File: src/rtl/router_pkg.sv
// Shared constants for the buffered psum router: routing modes,
// serializer state encoding and a depth-to-pointer-width helper.
package router_pkg;

    localparam logic [3:0] MODE_ALL        = 4'd0;
    localparam logic [3:0] MODE_NORTH      = 4'd1;
    localparam logic [3:0] MODE_SOUTH      = 4'd2;
    localparam logic [3:0] MODE_WEST       = 4'd3;
    localparam logic [3:0] MODE_EAST       = 4'd4;
    localparam logic [3:0] MODE_NORTHSOUTH = 4'd5;
    localparam logic [3:0] MODE_EASTSOUTH  = 4'd6;
    localparam logic [3:0] MODE_NORTHWEST  = 4'd7;
    localparam logic [3:0] MODE_WESTEAST   = 4'd8;
    localparam logic [3:0] MODE_NORTHEAST  = 4'd9;
    localparam logic [3:0] MODE_WESTSOUTH  = 4'd10;
    localparam logic [3:0] MODE_CLOSED     = 4'd11;

    typedef enum logic {
        S_IDLE  = 1'b0,
        S_SHIFT = 1'b1
    } ser_state_t;

    function automatic int fifo_ptr_w(input int depth);
        int r;
        r = 0;
        for (int i = 0; i < 31; i++) begin
            if ((1 << i) < depth) r = i + 1;
        end
        return r;
    endfunction

endpackage

File: src/rtl/psum_vec_fifo.sv
// Synchronous FIFO of whole psum vectors; pushes while full and
// pops while empty are ignored.
module psum_vec_fifo
    import router_pkg::*;
#(
    parameter int WIDTH = 80,
    parameter int DEPTH = 4
) (
    input  logic                         clk,
    input  logic                         rst,
    input  logic                         i_push,
    input  logic                         i_pop,
    input  logic [WIDTH-1:0]             i_data,
    output logic [WIDTH-1:0]             o_data,
    output logic                         o_full,
    output logic                         o_empty,
    output logic [fifo_ptr_w(DEPTH):0]   o_count
);

    localparam int AW = fifo_ptr_w(DEPTH);
    localparam logic [AW:0] CNT_FULL = (AW+1)'(DEPTH);

    logic [WIDTH-1:0] r_mem [DEPTH];
    logic [AW-1:0]    r_wptr;
    logic [AW-1:0]    r_rptr;
    logic [AW:0]      r_count;
    logic             w_push;
    logic             w_pop;

    assign o_full  = (r_count == CNT_FULL);
    assign o_empty = (r_count == '0);
    assign o_count = r_count;
    assign o_data  = r_mem[r_rptr];
    assign w_push  = i_push && !o_full;
    assign w_pop   = i_pop && !o_empty;

    always_ff @(posedge clk or posedge rst) begin
        if (rst) begin
            r_wptr  <= '0;
            r_rptr  <= '0;
            r_count <= '0;
        end else begin
            if (w_push) r_wptr <= r_wptr + 1'b1;
            if (w_pop)  r_rptr <= r_rptr + 1'b1;
            if (w_push && !w_pop)      r_count <= r_count + 1'b1;
            else if (w_pop && !w_push) r_count <= r_count - 1'b1;
        end
    end

    always_ff @(posedge clk) begin
        if (w_push) r_mem[r_wptr] <= i_data;
    end

endmodule

File: src/rtl/router_psum_buffered.sv
// West-edge psum router: buffered north/west -> south/east forwarding
// plus a stall-aware lane-by-lane write-back serializer into the GLB.
module router_psum_buffered
    import router_pkg::*;
#(
    parameter int DATA_BITWIDTH     = 16,
    parameter int X_dim             = 5,
    parameter int ADDR_BITWIDTH_GLB = 10,
    parameter int FIFO_DEPTH        = 4,
    parameter int PSUM_LOAD_ADDR    = 0,
    parameter int PSUM_WORDS        = 15
) (
    input  logic                           clk,
    input  logic                           reset,
    input  logic [3:0]                     router_mode,
    input  logic [DATA_BITWIDTH*X_dim-1:0] north_data_i,
    input  logic                           north_valid_i,
    output logic                           north_ready_o,
    input  logic [DATA_BITWIDTH*X_dim-1:0] west_data_i,
    input  logic                           west_valid_i,
    output logic                           west_ready_o,
    output logic [DATA_BITWIDTH*X_dim-1:0] south_data_o,
    output logic                           south_valid_o,
    input  logic                           south_ready_i,
    output logic [DATA_BITWIDTH*X_dim-1:0] east_data_o,
    output logic                           east_valid_o,
    input  logic                           east_ready_i,
    input  logic [DATA_BITWIDTH*X_dim-1:0] spad_data_i,
    input  logic                           spad_valid_i,
    output logic                           spad_ready_o,
    input  logic                           glb_stall_i,
    output logic                           glb_w_en_o,
    output logic [DATA_BITWIDTH-1:0]       glb_w_data_o,
    output logic [ADDR_BITWIDTH_GLB-1:0]   glb_w_addr_o,
    output logic                           wb_done_o
);

    localparam int VW     = DATA_BITWIDTH * X_dim;
    localparam int CW     = fifo_ptr_w(FIFO_DEPTH) + 1;
    localparam int LANE_W = (X_dim > 1) ? $clog2(X_dim) : 1;
    localparam logic [LANE_W-1:0] LANE_LAST = LANE_W'(X_dim - 1);
    localparam logic [ADDR_BITWIDTH_GLB-1:0] ADDR_FIRST =
        ADDR_BITWIDTH_GLB'(PSUM_LOAD_ADDR);
    localparam logic [ADDR_BITWIDTH_GLB-1:0] ADDR_LAST =
        ADDR_BITWIDTH_GLB'(PSUM_LOAD_ADDR + PSUM_WORDS - 1);

    logic          w_run;
    logic          w_en;
    logic          w_s_act;
    logic          w_e_act;
    logic          w_full;
    logic          w_empty;
    logic [CW-1:0] w_count;
    logic          w_head;
    logic          w_src_rdy;
    logic          w_push;
    logic          w_pop;
    logic [VW-1:0] w_push_data;
    logic [VW-1:0] w_head_data;

    // Ready outputs must read 0 while reset is held, not just after it.
    assign w_run   = !reset;
    assign w_s_act = (router_mode == MODE_SOUTH) ||
                     (router_mode == MODE_EASTSOUTH);
    assign w_e_act = (router_mode == MODE_EAST) ||
                     (router_mode == MODE_EASTSOUTH);
    assign w_en    = w_s_act || w_e_act;

    assign w_src_rdy   = w_run && w_en && !w_full;
    assign w_push      = w_src_rdy && (north_valid_i || west_valid_i);
    assign w_push_data = north_valid_i ? north_data_i : west_data_i;
    assign w_head      = (w_count != '0);

    assign north_ready_o = w_src_rdy;
    assign west_ready_o  = w_src_rdy && !north_valid_i;

    assign south_valid_o = w_head && w_s_act;
    assign east_valid_o  = w_head && w_e_act;
    assign south_data_o  = south_valid_o ? w_head_data : '0;
    assign east_data_o   = east_valid_o ? w_head_data : '0;

    // EASTSOUTH pops only when both sinks take the word together.
    assign w_pop = w_en && !w_empty &&
                   (!w_s_act || south_ready_i) &&
                   (!w_e_act || east_ready_i);

    psum_vec_fifo #(
        .WIDTH (VW),
        .DEPTH (FIFO_DEPTH)
    ) u_fifo (
        .clk     (clk),
        .rst     (reset),
        .i_push  (w_push),
        .i_pop   (w_pop),
        .i_data  (w_push_data),
        .o_data  (w_head_data),
        .o_full  (w_full),
        .o_empty (w_empty),
        .o_count (w_count)
    );

    ser_state_t                   r_state;
    ser_state_t                   w_state_nxt;
    logic [VW-1:0]                r_vec;
    logic [LANE_W-1:0]            r_lane;
    logic [ADDR_BITWIDTH_GLB-1:0] r_addr;
    logic                         r_done;
    logic                         w_wr;
    logic                         w_idle;
    logic                         w_accept;

    always_comb begin
        w_state_nxt = r_state;
        w_wr        = 1'b0;
        w_idle      = 1'b0;
        unique case (r_state)
            S_IDLE: begin
                w_idle = 1'b1;
                if (spad_valid_i) w_state_nxt = S_SHIFT;
            end
            S_SHIFT: begin
                w_wr = !glb_stall_i;
                if (w_wr && r_lane == LANE_LAST) w_state_nxt = S_IDLE;
            end
            default: w_state_nxt = S_IDLE;
        endcase
    end

    assign w_accept = w_idle && spad_valid_i;

    always_ff @(posedge clk or posedge reset) begin
        if (reset) begin
            r_state <= S_IDLE;
            r_vec   <= '0;
            r_lane  <= '0;
            r_addr  <= ADDR_FIRST;
            r_done  <= 1'b0;
        end else begin
            r_state <= w_state_nxt;
            r_done  <= w_wr && (r_addr == ADDR_LAST);
            if (w_accept) begin
                r_vec  <= spad_data_i;
                r_lane <= '0;
            end
            if (w_wr) begin
                r_lane <= r_lane + 1'b1;
                r_addr <= (r_addr == ADDR_LAST) ? ADDR_FIRST
                                                : r_addr + 1'b1;
            end
        end
    end

    assign spad_ready_o = w_run && w_idle;
    assign glb_w_en_o   = w_wr;
    assign glb_w_data_o = (r_state == S_SHIFT)
        ? r_vec[int'(r_lane)*DATA_BITWIDTH +: DATA_BITWIDTH] : '0;
    assign glb_w_addr_o = (r_state == S_SHIFT) ? r_addr : '0;
    assign wb_done_o    = r_done;

endmodule

File: config.mk
export PLATFORM = sky130hd
export DESIGN_NAME = router_psum_buffered
export DESIGN_NICKNAME = d
export VERILOG_FILES = /design/src/rtl/router_pkg.sv /design/src/rtl/psum_vec_fifo.sv /design/src/rtl/router_psum_buffered.sv
export SDC_FILE = /design/constraint.sdc
export NUM_CORES = 1
export LEC_CHECK = 0
export CORE_MARGIN = 4
export CORE_UTILIZATION = 45
export CTS_BUF_LIST = sky130_fd_sc_hd__clkbuf_16
export CTS_CLUSTER_DIAMETER = 40
export CTS_CLUSTER_SIZE = 12
export DETAILED_ROUTE_END_ITERATION = 7
export PLACE_DENSITY = 0.84
export SETUP_SLACK_MARGIN = 0.02
export SYNTH_ARGS = -nofsm -noshare
export SYNTH_HDL_FRONTEND = slang
export SYNTH_SLANG_ARGS = --single-unit
File: constraint.sdc
create_clock -name clk -period 3.15 [get_ports clk]
set_input_delay 0.63 -clock clk [delete_from_list [all_inputs] [get_ports clk]]
set_output_delay 0.63 -clock clk [all_outputs]
set_load 0.005 [all_outputs]
# Word-level counts from Yosys, hierarchy flattened
# Memories as Yosys holds them, arrays and structs flattened.
# Index checks and enable logic that the tools add are counted.
dict set report classes {
  n_bitwise 1
  mux 17
  n_addsub 6
  order_cmp 0
  multipliers 0
  eq_ne 6
  reduce_logical 36
  div_mod_pow 0
  shifts 1
}
# operator count
set op_table {}
lappend op_table {{$mux 80} 3}
lappend op_table {{$shiftx 80x8->16} 1}
lappend op_table {{$mux 10} 2}
lappend op_table {{$logic_and 1x1->1} 17}
lappend op_table {{$mux 16} 1}
lappend op_table {{$mux 3} 4}
lappend op_table {{$add 10x1->10 const B} 1}
lappend op_table {{$eq 10x4->1 const B} 1}
lappend op_table {{$logic_not 1->1} 9}
lappend op_table {{$eq 4x3->1 const B} 2}
lappend op_table {{$add 3x1->3 const B} 2}
lappend op_table {{$eq 3x3->1 const B} 2}
lappend op_table {{$logic_or 1x1->1} 6}
lappend op_table {{$mux 1} 6}
lappend op_table {{$add 2x1->2 const B} 2}
lappend op_table {{$eq 4x2->1 const B} 1}
lappend op_table {{$reduce_bool 2->1} 2}
lappend op_table {{$logic_not 3->1} 1}
lappend op_table {{$reduce_bool 3->1} 1}
lappend op_table {{$sub 3x1->3 const B} 1}
lappend op_table {{$pmux 1 s2} 1}
lappend op_table {{$not 1->1} 1}
dict set report word_totals {
  mem_count 1
  latchBits 0
  mem_bits_ro 0
  out_inout_bits 193
  ff_bits 102
  ram_bits 320
  wordCells 76
}
# name depth width read_ports rd_clocked_by_memory_dff write_ports line
set mem_list {}
lappend mem_list {u_fifo.r_mem 4 80 1 0 1 psum_vec_fifo.sv:23} ;# logic [WIDTH-1:0] r_mem [DEPTH];

# Longest topological paths before layout
dict set report depth {
  depth_word 11
  depth_mapped 10
}

# By module
# From an unflattened synthesis, not the netlist that was laid out.
dict set report unflattened {
  hier_cells 1027
  area_unflattened_um2 18531.5
}
# module instances area_per_inst_um2 cells_each
set by_module_without_submodules {}
lappend by_module_without_submodules {psum_vec_fifo 1 12055.3 454}
lappend by_module_without_submodules {router_psum_buffered 1 6476.2 573}

# Worst setup path before layout
# No wires, ideal clock.
dict set report synth_timing {
  path_kind {input to register}
  startpoint {input port north_valid_i}
  endpoint {memory u_fifo.r_mem[0][0] (enable)}
  required_ns 2.703
  setup_slack_ns -0.449
  stages 4
  t_arrival_ns 3.151
  path_cell_list {clkbuf_1 > nor2_1 > nor2_1 > and2_1}
}
dict set report synth_via {
  elab_chain_len 5
}
# element line
set synth_rtl {}
lappend synth_rtl {{start: declaration} router_psum_buffered.sv:17} ;# input logic north_valid_i,
lappend synth_rtl {{$logic_or 1x1->1} router_psum_buffered.sv:70} ;# assign w_push = w_src_rdy && (north_valid_i || west_valid_i);
lappend synth_rtl {{$logic_and 1x1->1} router_psum_buffered.sv:70}
lappend synth_rtl {{$logic_and 1x1->1} psum_vec_fifo.sv:34} ;# assign w_push = i_push && !o_full;
lappend synth_rtl {{named net u_fifo.w_push} psum_vec_fifo.sv:27} ;# logic w_push;
lappend synth_rtl {{$mux 1} psum_vec_fifo.sv:51} ;# if (w_push) r_mem[r_wptr] <= i_data;
lappend synth_rtl {{$mux 1 (implied by the code)} psum_vec_fifo.sv:51}
lappend synth_rtl {{end: declaration} psum_vec_fifo.sv:23}
# The timed path passes the listed nets, and every way through them passes these cells.

# Worst setup path in the final report
dict set report layout_timing {
  startpoint {register u_fifo.r_rptr[0]}
  endpoint {output port south_data_o[42]}
}
dict set report layout_via {
  elab_chain_len 2
}
# element line
set layout_rtl {}
lappend layout_rtl {{start: declaration} psum_vec_fifo.sv:25} ;# logic [AW-1:0] r_rptr;
lappend layout_rtl {{start signal: assignment} psum_vec_fifo.sv:44} ;# if (w_pop) r_rptr <= r_rptr + 1'b1;
lappend layout_rtl {{$mem_v2 4x80} n/a}
lappend layout_rtl {{$mux 80} router_psum_buffered.sv:79} ;# assign south_data_o = south_valid_o ? w_head_data : '0;
lappend layout_rtl {{end: declaration} router_psum_buffered.sv:22} ;# output logic [DATA_BITWIDTH*X_dim-1:0] south_data_o,
# Every way passes these cells.

==> results.py <==
metrics = {
    "hold_path": {
        "hold_path_class": "input port to async pin",
    },
    "grt": {
        "grt_first_pass_wirelength_um": 75300,
        "grt_pass1_vias": 12800,
        "grt-ovfl-total": 0,
        "antenna_found_initial": 1,
        "grt_start_max_net_pins": 83,
        "grt_use_total_pct": 22.3,
    },
    "worst_setup_path": {
        "crit_arrival_ns": 2.62,
        "reg2reg_from": "u_fifo.o_count[0]$_DFFE_PP0P_",
        "critPathMaxFanout": 6,
        "start_kind": "register",
        "r2r_cells": 11,
        "reg2reg_to": "u_fifo.o_count[2]$_DFFE_PP0P_",
        "required_ns": 2.52,
        "r2r_slack_ns": 0.67,
        "critPathCaptureType": "output port",
        "worstSetupPathType": "register to output port",
    },
    "timing": {
        "fin_ws_ns": -0.0974,
        "post-route-period-util_pct": 103,
        "rsz0062_at_grt": "yes",
        "relSlewSlack_pct": 61.6,
        "timing_hold_violations_final": 0,
        "setup_tns_ns": -2.60,
        "setup_violations": 51,
        "layout_min_cycle_time_ns": 3.25,
        "fmax_mhz": 308,
        "tightestPinTransition_ns": 0.577,
        "drv_slew": 0,
        "fin_skew_ns": 0.0160,
    },
    "route": {
        "viasPerCell": 5.61,
        "drc_errors": 0,
        "wl_per_cell_um": 24.2,
        "wl_um": 52200,
        "num_vias": 12100,
        "dr.pass1.iters": 5,
        "drt_iter0_markers": 890,
        "ant_nets": 0,
    },
    "cts": {
        "cts.sinks": 422,
        "cts_tree": "done",
        "cts_hold_buffers": 0,
        "cts_root_buf": "clkbuf_16",
        "cts.clk_slew.worst_paths_ns": 0.06,
        "htreeDepth": 2,
        "insertion_delay_ns": 0.59,
        "clockBufferDepth": 3,
        "numCtsBuffers": 53,
    },
    "synth": {
        "ys_seq_elements": 422,
        "synth_cell_types": 42,
        "syn_inst": 1095,
        "syn_area_per_cell_um2": 16.8,
        "syn_nets": 1357,
        "async_reset_ff_share_pct": 24.2,
        "ys_seq_area_share_pct": 66.1,
        "synth_edf_count": 320,
        "synth_area_mm2": 0.0184,
        "ys_warn_count": 0,
        "synth_flop_cell": "edfxtp_1",
    },
    "die": {
        "io-pin-count": 445,
        "core_mm2": 0.0401,
        "initial_core_util_pct": 45.9,
        "dieArea_mm2": 0.0442,
        "row_count": 73,
        "die_width_um": 210,
        "dieHeight_um": 210,
    },
    "layout": {
        "drive_gt1_share_pct": 28.9,
        "areaGrowthSynthToFinish_pct": 43.0,
        "final_common_cell": "edfxtp_1",
        "nets": 1860,
        "mostFrequentLayoutCells": "320 x edfxtp_1, 318 x clkdlybuf4s50_1, 162 x mux2_2",
        "diodes": 0,
    },
    "pwr": {
        "power_per_cell_area_mw_per_mm2": 758,
        "totalPowerFinal_mw": 19.9,
        "ir_drop_uv": 453,
        "leakage_nw": 11.4,
    },
    "place": {
        "gp_congestion": 0.843,
        "dpl.hpwl_um": 33400,
        "portBuffers": 444,
    },
    "run_status": {
        "status": "finished with violations",
        "violations": "negative setup slack",
    },
    "job": {
        "maxCapViolCount": 0,
    },
}
## cells in the mapped netlist, types with 2 or more instances
cell | instances | area, µm²
o22ai_1 | 16 | 100
inv_1 | 13 | 48.8
xor2_1 | 3 | 26.3
mux2i_1 | 30 | 300
nor3_1 | 5 | 25.0
nand3_1 | 5 | 25.0
o21ai_0 | 2 | 10.0
and3_1 | 162 | 1010
o31ai_1 | 2 | 15.0
clkbuf_1 | 65 | 244
mux2_2 | 162 | 1820
mux4_2 | 81 | 1820
buf_1 | 2 | 7.51
edfxtp_1 | 320 | 9610
o211ai_1 | 2 | 15.0
xnor2_1 | 9 | 78.8
dfrtp_1 | 102 | 2550
ha_1 | 9 | 113
and2_1 | 14 | 87.6
buf_2 | 17 | 85.1
nand4_1 | 3 | 18.8
nor2_1 | 27 | 101
a21oi_1 | 16 | 80.1
nand2_1 | 10 | 37.5
## worst max-delay path, stage by stage (launching register included)
cell and delay [ns]:
dfrtp_4 0.48, buf_12 0.16, buf_6 0.13, mux4_2 0.59, and3_1 0.22, clkdlybuf4s50_1 0.44
## sequential cells by signal, summed over array words and instances (netlist names)
name / flops
r_state: 1
u_fifo.r_wptr: 2
r_vec: 80
wb_done_o: 1
u_fifo.o_count: 3
u_fifo.r_mem: 320
u_fifo.r_rptr: 2
r_addr: 10
r_lane: 3
## power breakdown
part           internal, mW  switching [mW]
clock                  3.42            2.33
combinational          3.90            2.98
sequential             6.82           0.503
total                  14.1            5.81
## area by class of cell
cell class / count / area [µm²]
Clock buffer: 53 / 1330
Clock inverter: 36 / 355
Fill cell: 2629 / 13800
Inverter: 14 / 56.3
Multi-Input combinational cell: 575 / 6040
Sequential cell: 422 / 12200
Tap cell: 525 / 657
Timing Repair Buffer: 532 / 5700
## timing repair
action,in CTS,in global routing
pin swaps,3,8
endpoints found under the setup margin,161,134
gates cloned,2,3
resized for setup,43,155
buffers inserted,8,26
## kinds of logic after synthesis
kind of cell,after synthesis,share of synthesized area (%)
flops,422,66.1
mux,273,21.5
simple gates,235,7.53
buf+inv,98,2.11
compound gates,45,1.50
xor+xnor,12,0.571
fa+ha+maj,10,0.721
## how the worst max path moves through the flow
stage               slack [ns]                            to                         start
CTS                      -0.16               east_data_o[49]  u_fifo.r_rptr[0]$_DFFE_PP0P_
global route             -0.19              south_data_o[47]  u_fifo.r_rptr[0]$_DFFE_PP0P_
global placement          0.08               east_data_o[52]                router_mode[0]
finish                    -0.1              south_data_o[42]  u_fifo.r_rptr[0]$_DFFE_PP0P_
floorplan                 0.42  u_fifo.r_mem[0][0]$_DFFE_PP_                 north_valid_i
detailed placement      -0.008               east_data_o[36]                router_mode[0]
## metrics by stage
stage               std cells  util (%)  cell area, µm²  hold slack (ns)  setup WS [ns]
floorplan                1095         -           18400            0.457          0.419
global placement         2029      59.3           23800            0.480         0.0794
CTS                      2128      63.9           25600            0.419         -0.163
finish                   2157      65.6           26300            0.445        -0.0974
detailed placement       2029      59.3           23800            0.480       -0.00821
global route             2157      65.6           26300            0.472         -0.188
## metal layers
layer  wire length [µm]  track usage, %  up-vias
met1              19400            27.3     6108
li1                   -               -     5287
met4               1830            9.05        2
met3               3870            5.19      103
met2              27100            38.4      593
met5                  8               0        -
No activity file was read; power rests on OpenSTA's default activity.
